===== src/rtl/object_draw_engine.sv =====
// object_draw_engine: streams one sprite per draw request to the VGA adapter, skipping transparent and off-screen pixels
module object_draw_engine #(
  parameter int OBJ_W = 8,
  parameter int OBJ_H = 8,
  parameter int ADDR_W = 6,
  parameter logic [2:0] TRANSPARENT = 3'b000
) (
  input  logic              clk,
  input  logic              reset,
  input  logic              enable_draw,
  input  logic              count_clear_n,
  output logic [2:0]        obj_count,
  input  logic [8:0]        obj_x,
  input  logic [7:0]        obj_y,
  output logic [ADDR_W-1:0] rom_addr,
  input  logic [2:0]        rom_data,
  output logic [8:0]        vga_x,
  output logic [7:0]        vga_y,
  output logic [2:0]        vga_colour,
  output logic              vga_plot,
  output logic              draw_done
);
  localparam int CW = $clog2(OBJ_W);
  localparam int RW = OBJ_H > 1 ? $clog2(OBJ_H) : 1;
  typedef enum logic [2:0] {IDLE, FETCH, LOAD, SCAN, FLUSH, DONE, RELEASE} state_t;
  state_t state;
  logic [CW-1:0] col;
  logic [RW-1:0] row;
  logic [8:0] bx;
  logic [7:0] by;
  logic [9:0] px;
  logic [8:0] py;
  logic pv;
  assign rom_addr = ADDR_W'(32'(row) * OBJ_W + 32'(col));
  // px/py/pv trail the address by one cycle so they line up with rom_data
  assign vga_x = px[8:0];
  assign vga_y = py[7:0];
  assign vga_colour = pv ? rom_data : '0;
  assign vga_plot = pv && rom_data != TRANSPARENT && px < 10'd320 && py < 9'd240;
  always_ff @(posedge clk or posedge reset)
    if (reset) begin
      state <= IDLE;
      obj_count <= '0;
      col <= '0;
      row <= '0;
      bx <= '0;
      by <= '0;
      px <= '0;
      py <= '0;
      pv <= 1'b0;
      draw_done <= 1'b0;
    end else begin
      pv <= state == SCAN;
      px <= {1'b0, bx} + 10'(col);
      py <= {1'b0, by} + 9'(row);
      draw_done <= state == FLUSH;
      if (!count_clear_n) obj_count <= '0;
      else if (state == DONE && obj_count != 3'd7) obj_count <= obj_count + 3'd1;
      case (state)
        IDLE: if (enable_draw) state <= FETCH;
        FETCH: state <= enable_draw ? LOAD : IDLE;
        LOAD: begin
          state <= enable_draw ? SCAN : IDLE;
          bx <= obj_x;
          by <= obj_y;
          col <= '0;
          row <= '0;
        end
        SCAN:
          if (!enable_draw) state <= IDLE;
          else begin
            col <= col + 1'b1;
            if (col == CW'(OBJ_W - 1)) begin
              row <= row + 1'b1;
              if (row == RW'(OBJ_H - 1)) state <= FLUSH;
            end
          end
        FLUSH: state <= DONE;
        DONE: state <= RELEASE;
        RELEASE: if (!enable_draw) state <= IDLE;
        default: state <= IDLE;
      endcase
    end
endmodule


===== config.mk =====
export PLATFORM = sky130hd
export DESIGN_NAME = object_draw_engine
export DESIGN_NICKNAME = d
export VERILOG_FILES = /design/src/rtl/object_draw_engine.sv
export SDC_FILE = /design/constraint.sdc
export NUM_CORES = 1
export LEC_CHECK = 0
export CORE_MARGIN = 1
export CORE_UTILIZATION = 35
export CTS_BUF_LIST = sky130_fd_sc_hd__clkbuf_8
export DETAILED_ROUTE_END_ITERATION = 6
export SYNTH_ARGS = -nofsm -noshare
export SYNTH_HDL_FRONTEND = slang
export SYNTH_SLANG_ARGS = --single-unit

===== constraint.sdc =====
create_clock -name clk -period 1.7 [get_ports clk]
set_input_delay 0.34 -clock clk [delete_from_list [all_inputs] [get_ports clk]]
set_output_delay 0.34 -clock clk [all_outputs]
set_load 0.02 [all_outputs]

==> run_results.csv, run 1 <==
group,metric,value,unit
routing,post_drt_wl_per_cell,13.6,um
synthesis,syn_inst,186,
synthesis,ys_warn_count,0,
floorplanning,fp.coreArea,6490,um2
sta,tightest_slew,0.401,ns
synthesis,synth.avg_cell_area,13.0,um2
global_route,grtUsageMet3,3.21,%
floorplanning,die_x,85,um
synthesis,syn_area,2410,um2
synthesis,yosys.cell_types.count,38,
sta,max_freq,610,MHz
synthesis,synth-async-reset-ratio,100,%
global_route,met2_usage,19.6,%
layout,fin_util,47.2,%
routing,via_count,1476,
routing,route.antenna.remaining_nets,0,
sta,rsz0062_at_grt,"false",
place,post_dp_cell_area,2970,um2
setup_path,worstPathMaxFanout,3,
setup_path,arrival,1.30,ns
cts,cts_buffer_depth,2,
setup_path,worstPathCellList,"clkdlybuf4s50_1",
global_route,grt-ovfl-total,0,
power,p_per_area,1250,nW/um2
setup_path,startpoint_type,"flop",
place,port_buffers,54,
layout,antenna_cells,0,
setup_path,end_kind,"primary output",
global_route,grtUsageMet1,17.0,%
cts,clock-sinks,50,
power,p_leak,1.45,nW
synthesis,synth_edf_count,0,
global_route,grt_max_degree,40,
outcome,status,"complete, no violations",
cts,insertion_delay,0.30,ns
setup_path,rrSetupSlack,0.07,ns
run,drv_cap,0,
synthesis,synth_seq_area_share,51.9,%
cts,clk_pin_slew,0.09,ns
floorplanning,initial_core_util,37.1,%
setup_path,worst_path_max_delay_cell,"clkdlybuf4s50_1",
floorplanning,die_area,7230,um2
routing,routed_wl,4260,um
floorplanning,rows,29,
setup_path,crit_family,"buffers and inverters",
routing,via_per_inst,4.73,
routing,drc,0,
place,dp_hpwl,3100,um
layout,nets,272,
sta,period_minus_slack,1.64,ns
place,place_congestion,0.780,
global_route,grt_busiest_layer,"met2",
layout,post-route-cell-area,3070,um2
sta,setup_viol_count_final,0,
floorplanning,ios,55,
sta,drv_slew,0,
floorplanning,die_y,85,um
layout,drive_above_1_share,18.7,%
cts,numCtsBuffers,5,
synthesis,syn-num-nets,224,
sta,timing.final.crit_share,96.4,%
cts,cts_htree_levels,2,
global_route,antenna_found_initial,0,
hold_path,hp-class,"in -> async",
sta,maxSlewHeadroom,73.1,%
routing,first_pass_iters,4,
setup_path,required,1.36,ns
cts,cts_tree,"done",
sta,fin_setup_tns,0,ns
global_route,grt_usage,12.7,%
setup_path,path_buf_inv,1,
sta,hold_viol,0,
synthesis,synth_seq_cells,50,
cts,clockRootBuffer,"clkbuf_8",
sta,skew,0.00389,ns
routing,first_iter_violations,35,
power,ir_worst_vdd,0.346,mV
cts,cts_hold_buf,0,
global_route,grt_pass1_vias,1421,
global_route,grt_pass1_wl,6970,um
setup_path,critPathKind,"reg -> out",
setup_path,slowest_delay,0.61,ns
synthesis,synthFlopType,"dfrtp_1",
layout,syn2layout_area_growth,27.1,%
[metrics by stage]
stage / setup slack [ns] / hold slack, ns / total power, mW / cells
floorplan: 0.0292 / 0.455 / 2.76 / 186
global placement: -0.226 / 0.485 / 3.14 / 303
global route: 0.00836 / 0.334 / 4.06 / 312
finish: 0.0605 / 0.285 / 3.83 / 312
detailed placement: -0.248 / 0.482 / 3.16 / 303
CTS: 0.00736 / 0.297 / 3.87 / 311
[metal layers]
metal	up-vias	wire, um	part of all wire (%)
met2	34	2010	47
met5	-	0	0
met1	699	1980	47
li1	738	-	-
met4	0	70	1.6
met3	5	192	4.5
[cells in the final DEF, fill, tap and decap left out, types with 2 or more instances in the layout]
| cell | instances |
|---|---|
| o21ai_0 | 5 |
| clkdlybuf4s50_1 | 43 |
| nor2_1 | 3 |
| a21oi_1 | 5 |
| and2_1 | 4 |
| a32o_1 | 2 |
| dfrtp_1 | 49 |
| xor2_1 | 10 |
| ha_1 | 10 |
| nand3_1 | 5 |
| buf_4 | 5 |
| a21o_1 | 3 |
| fa_2 | 2 |
| inv_1 | 3 |
| buf_12 | 2 |
| mux2_4 | 10 |
| mux2i_1 | 3 |
| xnor2_1 | 4 |
| nand2_1 | 10 |
| nor2b_1 | 2 |
| a22o_1 | 2 |
| clkbuf_8 | 6 |
| and4_1 | 2 |
| ha_2 | 2 |
| mux2_2 | 8 |
| nand4_1 | 3 |
| dlygate4sd2_1 | 9 |
| a21boi_0 | 2 |
[kinds of logic after synthesis]
family,Yosys count,synth area share [%]
mux,21,11.2
fa+ha+maj,14,7.89
buf+inv,24,7.06
flops,50,51.9
xor+xnor,14,5.09
simple gates,38,9.91
compound gates,25,6.95
[flip-flops by register name (all words and copies together) (netlist names)]
register   count
by             8
row            3
py             9
col            3
px            10
pv             1
bx             9
obj_count      3
state          3
draw_done      1
[cell type report]
cell class | instances | area, um2
inverters | 4 | 15.0
flip-flops and latches | 50 | 1250
clock inverters | 2 | 12.5
well taps | 77 | 96.3
fillers | 587 | 3430
clock buffers | 6 | 82.6
multi-input cells | 112 | 1000
repair buffers | 61 | 604
[power breakdown]
part | internal [mW] | leakage [nW] | switching, mW | total, mW
Combinational | 0.735 | 0.784 | 0.621 | 1.36
Sequential | 1.51 | 0.614 | 0.236 | 1.75
Clock | 0.328 | 0.0472 | 0.398 | 0.726
Total | 2.58 | 1.45 | 1.26 | 3.83
[worst paths after layout]
check / startpoint / endpoint / cells past startpoint
setup / recovery: obj_count[1] / obj_count[1] / 1
min in group clk: by[7] / py[7] / 1
setup reg to reg: row[0] / py[8] / 5
hold / removal: reset / obj_count[1] / 2
max in group asynchronous: reset / bx[3] / 3
hold reg to reg: by[7] / py[7] / 1
[synth_stat cells, types with 4 or more instances]
cell type,number,area share (%)
a21oi_1,5,1.0
and2_1,4,1.0
buf_4,18,5.6
dfrtp_1,50,52
ha_1,12,6.2
inv_1,4,0.62
mux2_2,8,3.7
mux2_4,10,6.2
nand2_1,10,1.6
nand3_1,5,1.0
o21ai_0,6,1.2
xnor2_1,4,1.5
xor2_1,10,3.6
[repair_timing]
item / 4_1_cts / 5_1_grt
gates resized for setup: 12 / 6
hold endpoints to repair: 0 / 0
buffers inserted: 0 / 1
pin swaps: 0 / 2
setup endpoints to repair: 10 / 4
Power figures use the tool's default switching activity.
==> run 2: changes to the inputs <==
--- a/config.mk
+++ b/config.mk
@@ -6,9 +6,10 @@
 export NUM_CORES = 1
 export LEC_CHECK = 0
 export CORE_MARGIN = 1
-export CORE_UTILIZATION = 35
+export CORE_UTILIZATION = 47
 export CTS_BUF_LIST = sky130_fd_sc_hd__clkbuf_8
 export DETAILED_ROUTE_END_ITERATION = 6
+export PLACE_DENSITY = 0.79
 export SYNTH_ARGS = -nofsm -noshare
 export SYNTH_HDL_FRONTEND = slang
 export SYNTH_SLANG_ARGS = --single-unit
==> run 2 against run 1 <==
Utilization grew 16 points; non-clock buffer count is the same; total power shrank 1.3%; global-route usage grew 4.1 points; worst hold slack gained 0.093 ns; clock power shrank 7.7%; first-iteration DRC count grew 29%; sequential share of layout area grew 0.57 points; cell count shrank 3.5%; critical path depth grew 4; critical endpoint is now py[8]; highest routed layer unchanged.
==> run_results.csv, run 2 (synthesis gave the netlist of run 1 again) <==
group,metric,value,unit
routing,via_per_inst,5.10,
setup_path,required,1.89,ns
cts,cts_htree_levels,2,
routing,route.antenna.remaining_nets,0,
layout,largest_reg_flops,10,
setup_path,end_kind,"flop",
layout,final_cells,301,
global_route,grt_pass1_vias,1473,
hold_path,hp-class,"in -> async",
floorplanning,ios,55,
layout,layout_commonest_cell,"dfrtp_1",
cts,cts_tree,"done",
power,power_frac_comb,36.1,%
setup_path,ff2ff_path_depth,5,
cts,clk_pin_slew,0.08,ns
place,port_buffers,54,
power,power_frac_clock,17.7,%
global_route,grt_usage,16.8,%
cts,clockRootBuffer,"clkbuf_8",
setup_path,worstPathMaxFanout,2,
layout,n_fill_cell,407,
floorplanning,die_area,5420,um2
power,p_per_area,1250,nW/um2
layout,fin_util,62.8,%
layout,multi_input_area,997,um2
routing,routed_wl,4150,um
layout,post-route-cell-area,3020,um2
power,p_leak,1.46,nW
setup_path,arrival,1.85,ns
layout,seq_area,1250,um2
power,p_sw,1.22,mW
cts,insertion_delay,0.30,ns
setup_path,critPathKind,"reg -> reg",
global_route,grt_max_degree,32,
layout,drive_above_1_share,17.1,%
sta,fin_setup_tns,0,ns
setup_path,timing.rr.start,"row[0]",
place,dp_cells,294,
power,total_power,3.78,mW
global_route,grt_pass1_wl,6730,um
floorplanning,die_y,73.6,um
run,drv_cap,0,
cts,cts_setup_buffers,0,
global_route,antenna_found_initial,0,
power,seq_power_share,46.2,%
cts,cts_buffer_depth,2,
routing,first_pass_iters,4,
sta,tightest_slew,0.418,ns
place,post_dp_cell_area,2940,um2
layout,syn2layout_area_growth,25.4,%
sta,drv_slew,0,
cts,numCtsBuffers,5,
sta,max_freq,605,MHz
setup_path,rr_endpoint,"py[8]",
floorplanning,initial_core_util,50.1,%
routing,drc,0,
sta,maxSlewHeadroom,72.2,%
cts,clock-sinks,50,
sta,rsz0062_at_grt,"false",
global_route,grt-ovfl-total,0,
setup_path,setup.worst_path.end,"py[8]",
floorplanning,die_x,73.6,um
setup_path,cp-startpoint,"row[0]",
layout,largestRegisters,"px x10, bx x9, py x9",
outcome,status,"complete, no violations",
layout,nets,272,
layout,antenna_cells,0,
layout,regMostFlops,"px",
place,dp_hpwl,3130,um
place,place_congestion,0.726,
floorplanning,rows,25,
setup_path,startpoint_type,"flop",
sta,skew,0.00426,ns
routing,first_iter_violations,45,
sta,setup_viol_count_final,0,
sta,hold_viol,0,
sta,timing.final.crit_share,97.3,%
setup_path,rrSetupSlack,0.05,ns
power,intPower,2.57,mW
floorplanning,fp.coreArea,4820,um2
sta,period_minus_slack,1.65,ns
routing,post_drt_wl_per_cell,13.8,um
routing,via_count,1535,
power,ir_worst_vdd,0.584,mV
power,power.switching_fraction,32.2,%
layout,layout_common_cells,"dfrtp_1, clkdlybuf4s50_1, ha_1",
[run 2: cell types whose count changed in the layout (fill, tap and decap cells not counted), moves of 2 or more]
cell / previous run / this run
buf_4: 5 / 7
buf_12: 2 / 0
dlymetal6s2s_1: 1 / 3
dlygate4sd2_1: 9 / 6
[run 2: layout make-up]
type | count | share of cell area (%)
flip-flops and latches | 50 | 41.4
multi-input cells | 112 | 33.0
repair buffers | 61 | 19.5
well taps | 67 | 2.77
clock buffers | 6 | 2.73
inverters | 4 | 0.497
clock inverters | 1 | 0.124
[run 2: per-layer routing]
layer  GRT usage, %  share of wire [%]  up-vias
met3           4.53                3.9        8
met2           29.3                 51       41
met1           19.8                 43      755
met4           6.41                2.0        0
met5              0                  0        -
li1               -                  -      731
[run 2: critical path, stage by stage, from the launching register on]
cell     delay [ns]
dfrtp_2        0.41
ha_2           0.19
fa_2           0.35
a21o_1         0.20
and4_1         0.22
and3_1         0.17
[run 2: stage by stage]
stage	hold WS (ns)	worst slack (ns)
3_3_place_gp	0.486	-0.217
6_report	0.379	0.0458
5_1_grt	0.402	0.00220
4_1_cts	0.380	0.00468
3_5_place_dp	0.481	-0.245
2_1_floorplan	0.455	0.0292
[run 2: how the worst min path moves through the flow]
stage / end / depth (start not counted) / slack (ns)
floorplan: py[7] / 1 / 0.46
global placement: px[8] / 1 / 0.49
detailed placement: py[7] / 1 / 0.48
CTS: py[4] / 3 / 0.38
global route: by[6] / 3 / 0.40
finish: py[4] / 3 / 0.38
[run 2: power groups by stage]
stage	clock, mW	sequential (mW)	combinational [mW]
floorplan	0	1.76	1.01
global placement	0	1.76	1.36
detailed placement	0	1.77	1.40
CTS	0.688	1.75	1.39
global route	0.739	1.78	1.49
finish	0.670	1.75	1.36
[run 2: what timing repair did]
action,in CTS,in global routing
pin swaps,0,0
endpoints found under the setup margin,7,6
gates resized for setup,9,5
hold buffers,0,0
